$ cat src/rtl/stopwatch_bcd_counter.sv
// Eight-digit BCD stopwatch counter HH:MM:SS:CC with load, clear and overflow flag.
// Define STOPWATCH_SATURATE_EN to hold at HOUR_MAX:59:59.99 instead of wrapping.
module stopwatch_bcd_counter #(
    parameter int unsigned HOUR_MAX = 99
) (
    input  logic        clk,
    input  logic        reset,
    input  logic        tc_cnt,
    input  logic        clr,
    input  logic        ld,
    input  logic [31:0] ld_data,
    output logic [31:0] data,
    output logic        sec_pulse,
    output logic        ovf
);

    localparam logic [7:0] HMAX = 8'(HOUR_MAX);

    logic [31:0] data_q, data_d;
    logic        sec_q, sec_d;
    logic        ovf_q, ovf_d;
    logic [31:0] ld_clean;
    logic [31:0] inc_val;
    logic        cc_wrap;
    logic        term;
    logic        c;
    logic [3:0]  ld_hu;
    logic [7:0]  ld_hval;
    logic [7:0]  h_now;

    function automatic logic [3:0] fix(input logic [3:0] d, input logic [3:0] lim);
        return (d > lim) ? 4'd0 : d;
    endfunction

    // Returns {carry_out, digit}; digit wraps to 0 once it reaches lim.
    function automatic logic [4:0] bump(input logic [3:0] d, input logic [3:0] lim,
                                        input logic cin);
        if (!cin)
            return {1'b0, d};
        if (d >= lim)
            return {1'b1, 4'd0};
        return {1'b0, d + 4'd1};
    endfunction

    always_comb begin
        ld_clean[3:0]   = fix(ld_data[3:0], 4'd9);
        ld_clean[7:4]   = fix(ld_data[7:4], 4'd9);
        ld_clean[11:8]  = fix(ld_data[11:8], 4'd9);
        ld_clean[15:12] = fix(ld_data[15:12], 4'd5);
        ld_clean[19:16] = fix(ld_data[19:16], 4'd9);
        ld_clean[23:20] = fix(ld_data[23:20], 4'd5);
        ld_hu   = fix(ld_data[27:24], 4'd9);
        ld_hval = {4'd0, ld_data[31:28]} * 8'd10 + {4'd0, ld_hu};
        if (ld_data[31:28] <= 4'd9 && ld_hval <= HMAX)
            ld_clean[31:24] = {ld_data[31:28], ld_hu};
        else
            ld_clean[31:24] = 8'h00;
    end

    always_comb begin
        inc_val = data_q;
        term    = 1'b0;
        c       = 1'b1;
        h_now   = {4'd0, data_q[31:28]} * 8'd10 + {4'd0, data_q[27:24]};
        {c, inc_val[3:0]}   = bump(data_q[3:0], 4'd9, c);
        {c, inc_val[7:4]}   = bump(data_q[7:4], 4'd9, c);
        cc_wrap = c;
        {c, inc_val[11:8]}  = bump(data_q[11:8], 4'd9, c);
        {c, inc_val[15:12]} = bump(data_q[15:12], 4'd5, c);
        {c, inc_val[19:16]} = bump(data_q[19:16], 4'd9, c);
        {c, inc_val[23:20]} = bump(data_q[23:20], 4'd5, c);
        if (c && h_now >= HMAX) begin
            inc_val[31:24] = 8'h00;
            term = 1'b1;
        end else begin
            {c, inc_val[27:24]} = bump(data_q[27:24], 4'd9, c);
            {c, inc_val[31:28]} = bump(data_q[31:28], 4'd9, c);
        end
    end

    always_comb begin
        data_d = data_q;
        sec_d  = 1'b0;
        ovf_d  = ovf_q;
        if (clr) begin
            data_d = 32'd0;
            ovf_d  = 1'b0;
        end else if (ld) begin
            data_d = ld_clean;
            ovf_d  = 1'b0;
        end else if (tc_cnt) begin
            if (term) begin
`ifdef STOPWATCH_SATURATE_EN
                ovf_d  = 1'b1;
`else
                data_d = inc_val;
                sec_d  = 1'b1;
                ovf_d  = 1'b1;
`endif
            end else begin
                data_d = inc_val;
                sec_d  = cc_wrap;
            end
        end
    end

    always_ff @(posedge clk) begin
        if (reset) begin
            data_q <= 32'd0;
            sec_q  <= 1'b0;
            ovf_q  <= 1'b0;
        end else begin
            data_q <= data_d;
            sec_q  <= sec_d;
            ovf_q  <= ovf_d;
        end
    end

    assign data      = data_q;
    assign sec_pulse = sec_q;
    assign ovf       = ovf_q;

endmodule

$ cat config.mk
export PLATFORM = sky130hd
export DESIGN_NAME = stopwatch_bcd_counter
export DESIGN_NICKNAME = d
export VERILOG_FILES = /design/src/rtl/stopwatch_bcd_counter.sv
export SDC_FILE = /design/constraint.sdc
export NUM_CORES = 1
export LEC_CHECK = 0
export CAP_MARGIN = 0
export CORE_MARGIN = 4
export CORE_UTILIZATION = 45
export CTS_CLUSTER_SIZE = 24
export DETAILED_ROUTE_END_ITERATION = 8
export PLACE_DENSITY = 0.77
export SYNTH_ARGS = -nofsm -noshare
export SYNTH_HDL_FRONTEND = slang
export SYNTH_SLANG_ARGS = --single-unit
export TNS_END_PERCENT = 30
$ cat constraint.sdc
create_clock -name clk -period 6 [get_ports clk]
set_input_delay 1.2 -clock clk [delete_from_list [all_inputs] [get_ports clk]]
set_output_delay 1.2 -clock clk [all_outputs]
set_load 0.02 [all_outputs]
==> flow_summary.toml, run 1 <==
[clocking]
postCtsSetupRepairBufs = 0
postCtsHoldBufs = 0
cts.repair.resized = 0
clkTransAtPathRegs_ps = 70
root_buffer = "clkbuf_8"
clock-sinks = 34
cts_buffers = 5
clk_latency_ps = 300
cts_buffer_depth = 2
cts_tree = "built"
h-tree-depth = 2

[sta]
period_minus_slack_ps = 4190
relSlewSlack_pct = 34.0
fin_hold_ws_ps = 490
max_freq_mhz = 239
tightest_slew_ps = 981
setup_viol = 0
hold_viol = 0
maxSlewViolCount = 0
finalWorstSetupSlack_ps = 1810
tns_ps = 0
rsz0062_at_grt = "false"
fin_crit_sh_pct = 69.8
finClkSkew_ps = 7.67

[worst_setup_path]
critPathMaxFanout = 8
critPathRequiredTime_ps = 6200
endpoint_kind = "flop"
arrival_ps = 4390
crit_path_start_kind = "input pin"
critical_path_class = "input pin to flop"

[logic_synthesis]
synth_nets = 463
synth_area_per_cell_sq_um = 7.80
yosys.cell_types.count = 61
synth_seq_cells = 34
synth-edff-count = 0
yosysSeqAreaShare_pct = 22.7
synthTopCellsByArea = "dfxtp_1, ha_1, a21oi_1"
yosys_warnings = 0
async_flop_share_pct = 0
netlist_instances = 384
ys.flop_type = "dfxtp_1"
syn_area_sq_mm = 0.00299
yosysTopAreaCell = "dfxtp_1"
synth_top_cell_area_share_pct = 22.7

[die]
io-pin-count = 71
dieArea_sq_mm = 0.00802
rows = 29
initial_core_util_pct = 46.6
core_area_sq_mm = 0.00642
die_y_um = 89.6
die_x_um = 89.6

[pwr]
p_per_area_mw_per_mm2 = 160
p_leak_uw = 0.00149
p_total_uw = 619
ir_drop_v = 0.0000846

[global_route]
overflow = 0
grt_start_max_net_pins = 35
grt_usage_pct = 20.2
grt_pass1_vias = 2918
antenna_found_initial = 0
grt_pass1_wl_mm = 12.9

[final_layout]
area_delta_synth_final_pct = 29.3
fin_util_pct = 60.3
final_cell_mix = "clkdlybuf4s50_1, inv_1, ha_1, dfxtp_1, a21oi_1"
diodes = 0
layout_commonest_cell = "clkdlybuf4s50_1"
num-fill-cells = 574
drive_above_1_share_pct = 5.52
fin_nets = 531

[status]
status = "finished clean"

[run]
maxCapViolCount = 0

[routing]
drt_iter0_markers = 124
wl_per_cell_um = 14.8
vias_per_cell = 5.84
wl_mm = 7.82
drtAntennaViolNets = 0
vias = 3095
drc = 0
firstDrtPassIters = 5

[place]
gp_congestion = 0.869
dp_slack_ps = 1600
hpwlAfterDp_mm = 6.05
portBuffers = 70

[worst_hold_path]
hp-class = "flop to flop"
area by class of cell:
type | instances | area [sq um] | share of cell area [%]
Clock buffer | 5 | 68.8 | 1.78
Multi-Input combinational cell | 298 | 2120 | 54.7
Timing Repair Buffer | 71 | 708 | 18.3
Inverter | 42 | 158 | 4.07
Clock inverter | 3 | 40.0 | 1.03
Tap cell | 77 | 96.3 | 2.49
Sequential cell | 34 | 681 | 17.6
sequential cells by signal, summed over array words and instances (netlist names):
| signal | count |
|---|---|
| sec_pulse | 1 |
| ovf | 1 |
| data | 32 |
synth_stat cells (3+ instances only):
cell / count
a22oi_1: 4
fa_1: 4
inv_1: 41
nand4_1: 3
a211oi_1: 19
clkbuf_1: 9
nand3_1: 19
or3_1: 3
xnor2_1: 3
a311oi_1: 3
and3_1: 3
ha_1: 38
a21oi_1: 31
a221oi_1: 4
a31oi_1: 6
nand3b_1: 3
dfxtp_1: 34
nand2_1: 19
nand2b_1: 6
o211ai_1: 5
or3b_2: 3
o21ai_0: 22
nor3b_1: 5
nor3_1: 12
nor2_1: 29
nor4_1: 3
a21o_1: 4
nor2b_1: 6
logic make-up (layout without fill, tap and decap cells):
group | Yosys count | after routing | synth area share, %
buffers and inverters | 52 | 121 | 6.52
AND/OR/NAND/NOR | 127 | 127 | 22.7
flip-flops | 34 | 34 | 22.7
adder cells (fa/ha/maj) | 42 | 42 | 18.6
AO/OA/AOI/OAI | 123 | 123 | 27.7
XOR/XNOR | 5 | 5 | 1.46
multiplexers | 1 | 1 | 0.334
where the power goes:
| group | internal [uW] | leakage [uW] | switching [uW] |
|---|---|---|---|
| Combinational | 74.3 | 0.00116 | 83.5 |
| Clock | 122 | 0.0000579 | 92.4 |
| Sequential | 233 | 0.000276 | 13.2 |
stage by stage:
step	cells	cell area [sq um]
after floorplan	384	2990
after global placement	522	3760
after detailed placement	522	3760
after CTS	530	3870
after global routing	530	3870
final	530	3870
final timing paths:
| kind | cells past startpoint | startpoint | slack [ps] | endpoint |
|---|---|---|---|---|
| setup / recovery | 11 | ld_data[31] | 1810 | data[29] |
| hold / removal | 2 | data[23] | 490 | data[23] |
| setup reg to reg | 11 | data[31] | 2540 | data[26] |
| hold reg to reg | 2 | data[23] | 490 | data[23] |
critical path: stages:
cell,delay [ps]
clkdlybuf4s50_1,640
ha_1,300
ha_1,210
inv_1,70
fa_1,450
or2b_2,300
a2111oi_0,420
a221o_1,200
a32o_2,260
a221oi_1,110
a211oi_1,240
per-layer routing:
| metal | vias to the layer above | part of all wire [%] | track usage [%] |
|---|---|---|---|
| met5 | - | 0 | 0 |
| met4 | 0 | 1.4 | 7.31 |
| met3 | 10 | 5.8 | 4.56 |
| met2 | 96 | 47 | 33.0 |
| met1 | 1444 | 46 | 26.0 |
| li1 | 1545 | - | - |
Note: power is estimated with default switching activity, not from simulation.
==> run 2: changes to the inputs <==
PLACE_DENSITY = 0.8   (was 0.77)
clock period = 3.5 ns   (was 6 ns; I/O delays follow)
==> run 2 against run 1 <==
Compared with the run above:
- setup slack got worse by 1700 ps
- routed wire length grew 4.7%
- core utilization is 2.3 points higher
- highest routed layer unchanged
- flip-flop and latch count stayed put
- via count up 3.8%
- final cell count grew 3.2%
- sequential share of layout area decreased by 0.64 points
- clock skew increased by 1.6 ps
- critical path type unchanged
- clock-buffer cell count unchanged
- total power grew 76%
- sequential power grew 71%
- hold slack about the same
==> flow_summary.toml, run 2 (synthesis results as in run 1) <==
[routing]
wl_mm = 8.18
drtAntennaViolNets = 0
vias = 3212
wl_per_cell_um = 15.0
vias_per_cell = 5.87
drt_iter0_markers = 201
drc = 0
firstDrtPassIters = 4

[sta]
maxSlewViolCount = 0
tns_ps = 0
tightest_slew_ps = 702
max_freq_mhz = 296
finClkSkew_ps = 9.24
fin_crit_sh_pct = 96.6
relSlewSlack_pct = 52.9
finalWorstSetupSlack_ps = 119
hold_viol = 0
setup_viol = 0
period_minus_slack_ps = 3380
rsz0062_at_grt = "true"

[place]
gp_congestion = 0.973
portBuffers = 70
placed_cell_area_sq_mm = 0.00389
hpwlAfterDp_mm = 6.43
dp_slack_ps = -177

[worst_setup_path]
endpoint_kind = "flop"
crit_path_start_kind = "input pin"
worst_path_max_delay_cell = "clkdlybuf4s50_1"
crit_family = "adder cells"
critPathMaxFanout = 6
cpMostUsedCell = "ha_1"
crit_chain = "clkdlybuf4s50_1 > ha_1 > ha_1 > inv_1 > fa_1 > xnor2_1 > nand2_1 > a21oi_1 > or3_2 > a32o_2 > a221oi_1 > a211oi_1"
crit_buf_inv = 2
cpPeakStageDelay_ps = 430
critical_path_class = "input pin to flop"
critPathRequiredTime_ps = 3640
arrival_ps = 3520

[final_layout]
largest_reg_flops = 32
area_delta_synth_final_pct = 34.1
fin_area_sq_mm = 0.00402
drive_above_1_share_pct = 9.36
final_cell_mix = "clkdlybuf4s50_1, inv_1, ha_1, dfxtp_1, a21oi_1"
diodes = 0
layout_commonest_cell = "clkdlybuf4s50_1"
fin_nets = 548

[global_route]
grt_pass1_vias = 3058
overflow = 0
grt_pass1_wl_mm = 13.4
grt_usage_pct = 20.9
antenna_found_initial = 0
grt_start_max_net_pins = 35

[status]
status = "finished clean"

[pwr]
p_per_area_mw_per_mm2 = 271
ir_drop_v = 0.000144
p_total_uw = 1090
p_leak_uw = 0.00157

[clocking]
clock-sinks = 34
h-tree-depth = 2
clk_latency_ps = 290
cts_buffers = 5
postCtsHoldBufs = 0
root_buffer = "clkbuf_8"
postCtsSetupRepairBufs = 0
cts.repair.resized = 0
cts_buffer_depth = 2
clkTransAtPathRegs_ps = 80
cts_tree = "built"

[run]
maxCapViolCount = 0

[die]
rows = 29
core_area_sq_mm = 0.00642
dieArea_sq_mm = 0.00802
die_x_um = 89.6
die_y_um = 89.6
io-pin-count = 71
initial_core_util_pct = 46.6

[worst_hold_path]
hp-class = "flop to flop"
run 2: path summary, 6_finish.rpt:
kind / from / endpoint / slack, ps / cells after the start
max reg2reg: data[31] / data[29] / 360 / 11
max: ld_data[31] / data[29] / 120 / 12
min reg2reg: data[23] / data[23] / 490 / 2
min: data[23] / data[23] / 490 / 2
run 2: stage by stage:
step	std cells	utilization, %	hold WS [ps]
2_1_floorplan	384	-	542
3_3_place_gp	539	60.5	462
3_5_place_dp	539	60.5	480
4_1_cts	547	62.3	494
5_1_grt	547	62.5	517
6_report	547	62.5	490
run 2: where the power goes:
part	switching [uW]	internal [uW]
clock	164	212
combinational	151	141
sequential	21.7	400
run 2: final cells by class:
type | count | area [sq um]
inverters | 42 | 158
well taps | 77 | 96.3
clock inverters | 3 | 45.0
repair buffers | 88 | 836
clock buffers | 5 | 68.8
multi-input cells | 298 | 2130
flip-flops and latches | 34 | 681
fillers | 556 | 2410
run 2: worst register-to-register path, delay by kind of cell (launching register included):
kind | cells | cell delay, ps
AOI/OAI and AO/OA | 5 | 1020
adders and majority gates | 3 | 970
DFF | 1 | 500
and+or+nand+nor | 2 | 490
buffers and inverters | 1 | 70
run 2: layer usage:
metal,share of wire (%),up-vias,GRT usage (%)
met5,0,-,0
met4,1.4,0,6.36
met1,44,1515,25.8
met3,5.9,12,3.56
li1,-,1582,-
met2,49,103,36.8
==> run 3: changes to the inputs <==
GPL_TIMING_DRIVEN = 0   (was unset)
SKIP_LAST_GASP = 1   (was unset)
==> run 3 against run 2 <==
Compared with the run above:
- core utilization decreased by 1.1 points
- sequential power is essentially flat
- setup slack improved by 0.51 ps
- total power increased by 5.9%
==> flow_summary.toml, run 3 (synthesis results as in run 1) <==
[status]
status = "finished clean"

[place]
dp_slack_ps = -364
dp_cells = 529
gp_congestion = 0.871
portBuffers = 68
hpwlAfterDp_mm = 6.36
placed_cell_area_sq_mm = 0.00377

[clocking]
postCtsSetupRepairBufs = 0
postCtsHoldBufs = 0
clk_latency_ps = 300
h-tree-depth = 2
clock-sinks = 34
root_buffer = "clkbuf_8"
clkTransAtPathRegs_ps = 80
cts_buffers = 5
cts_buffer_depth = 2
cts_tree = "built"

[global_route]
grt_usage_pct = 21.1
antenna_found_initial = 0
grt_pass1_vias = 2954
grt_start_max_net_pins = 13
grt_pass1_wl_mm = 13.4
overflow = 0

[worst_setup_path]
critical_path_class = "input pin to flop"
crit_path_start_kind = "input pin"
cpMostUsedCell = "ha_1"
cpPeakStageDelay_ps = 520
r2r_start = "data[31]"
cp-endpoint = "data[31]"
cp-startpoint = "ld_data[28]"
critPathRequiredTime_ps = 3660
reg2regPathDepth = 11
reg2reg_to = "data[26]"
r2r_slack_ps = 210
critPathMaxFanout = 8
worst_path_max_delay_cell = "clkdlybuf4s50_1"
crit_chain = "clkdlybuf4s50_1 > ha_1 > ha_1 > inv_1 > fa_1 > xnor2_1 > nand2_1 > a21oi_1 > or3_2 > a32o_2 > a221oi_1 > nor3_1"
arrival_ps = 3540
endpoint_kind = "flop"

[routing]
wl_per_cell_um = 15.4
vias = 3134
firstDrtPassIters = 4
drtAntennaViolNets = 0
wl_mm = 8.28
vias_per_cell = 5.84
drc = 0
drt_iter0_markers = 215

[final_layout]
area_delta_synth_final_pct = 31.8
fin_area_sq_mm = 0.00395
fin_nets = 538
layout_commonest_cell = "clkdlybuf4s50_1"
drive_above_1_share_pct = 6.30
largest_reg_flops = 32
fin_cells = 537
diodes = 0
num-fill-cells = 591
final_cell_mix = "clkdlybuf4s50_1, inv_1, ha_1, dfxtp_1, a21oi_1"

[die]
die_y_um = 89.6
io-pin-count = 71
initial_core_util_pct = 46.6
die_x_um = 89.6
dieArea_sq_mm = 0.00802
core_area_sq_mm = 0.00642
rows = 29

[sta]
setup_viol = 0
maxSlewViolCount = 0
fin_crit_sh_pct = 96.6
relSlewSlack_pct = 52.7
finalWorstSetupSlack_ps = 120
hold_viol = 0
tightest_slew_ps = 705
period_minus_slack_ps = 3380
finClkSkew_ps = 8.32
rsz0062_at_grt = "true"
max_freq_mhz = 296

[pwr]
p_leak_uw = 0.00152
p_per_area_mw_per_mm2 = 292
ir_drop_v = 0.000171

[run]
maxCapViolCount = 0

[worst_hold_path]
hp-class = "flop to flop"
## run 3: cell types whose count changed in the layout (fill, tap and decap cells not counted), moves of 2 or more
cell and delta:
buf_4 -18, clkinvlp_4 -2, clkdlybuf4s50_1 -5, clkbuf_1 +9, dlymetal6s2s_1 +2
## run 3: final cells by class
class,instances,area (sq um),area share (%)
multi-input cells,298,2150,54.5
repair buffers,68,684,17.3
flip-flops and latches,34,681,17.3
inverters,42,158,4.00
well taps,77,96.3,2.44
clock buffers,5,68.8,1.74
clock inverters,3,68.8,1.74
plain buffers,10,37.5,0.951
## run 3: what timing repair did
action	in CTS	in global routing
pin swaps	0	1
endpoints found under the setup margin	4	8
resized for setup	3	8
## run 3: layer usage
metal  GRT usage (%)  wire length [um]  vias to the layer above
met3            3.01               454                       11
met1            26.7              3550                     1477
met2            37.4              4150                       86
met4            5.68               127                        0
li1                -                 -                     1560
met5               0                 0                        -
## run 3: worst min-delay path by stage
| stage | from | end | slack (ps) | cells past startpoint |
|---|---|---|---|---|
| 2_1_floorplan | data[23] | data[23] | 540 | 2 |
| 3_3_place_gp | data[23] | data[23] | 470 | 2 |
| 3_5_place_dp | data[23] | data[23] | 480 | 2 |
| 4_1_cts | data[23] | data[23] | 490 | 2 |
| 5_1_grt | data[23] | data[23] | 520 | 2 |
| 6_report | data[23] | data[23] | 490 | 2 |
## run 3: power by group
part / internal [uW] / switching [uW]
Combinational: 129 / 153
Sequential: 400 / 22.6
Clock: 286 / 164
Total: 815 / 339
## run 3: critical path, delay by kind of cell
family / cells / cell delay (ps)
XOR/XNOR: 1 / 190
buffers and inverters: 2 / 580
adder cells (fa/ha/maj): 3 / 810
AO/OA/AOI/OAI: 3 / 680
AND/OR/NAND/NOR: 3 / 570
## run 3: stage by stage
step / total power [uW] / hold WS, ps / utilization (%) / TNS [ps]
2_1_floorplan: 587 / 542 / - / 0
3_3_place_gp: 693 / 465 / 58.7 / -1610
3_5_place_dp: 702 / 475 / 58.7 / -2070
4_1_cts: 1150 / 492 / 60.9 / -9.36
5_1_grt: 1210 / 521 / 61.4 / -75.5
6_report: 1150 / 494 / 61.4 / 0
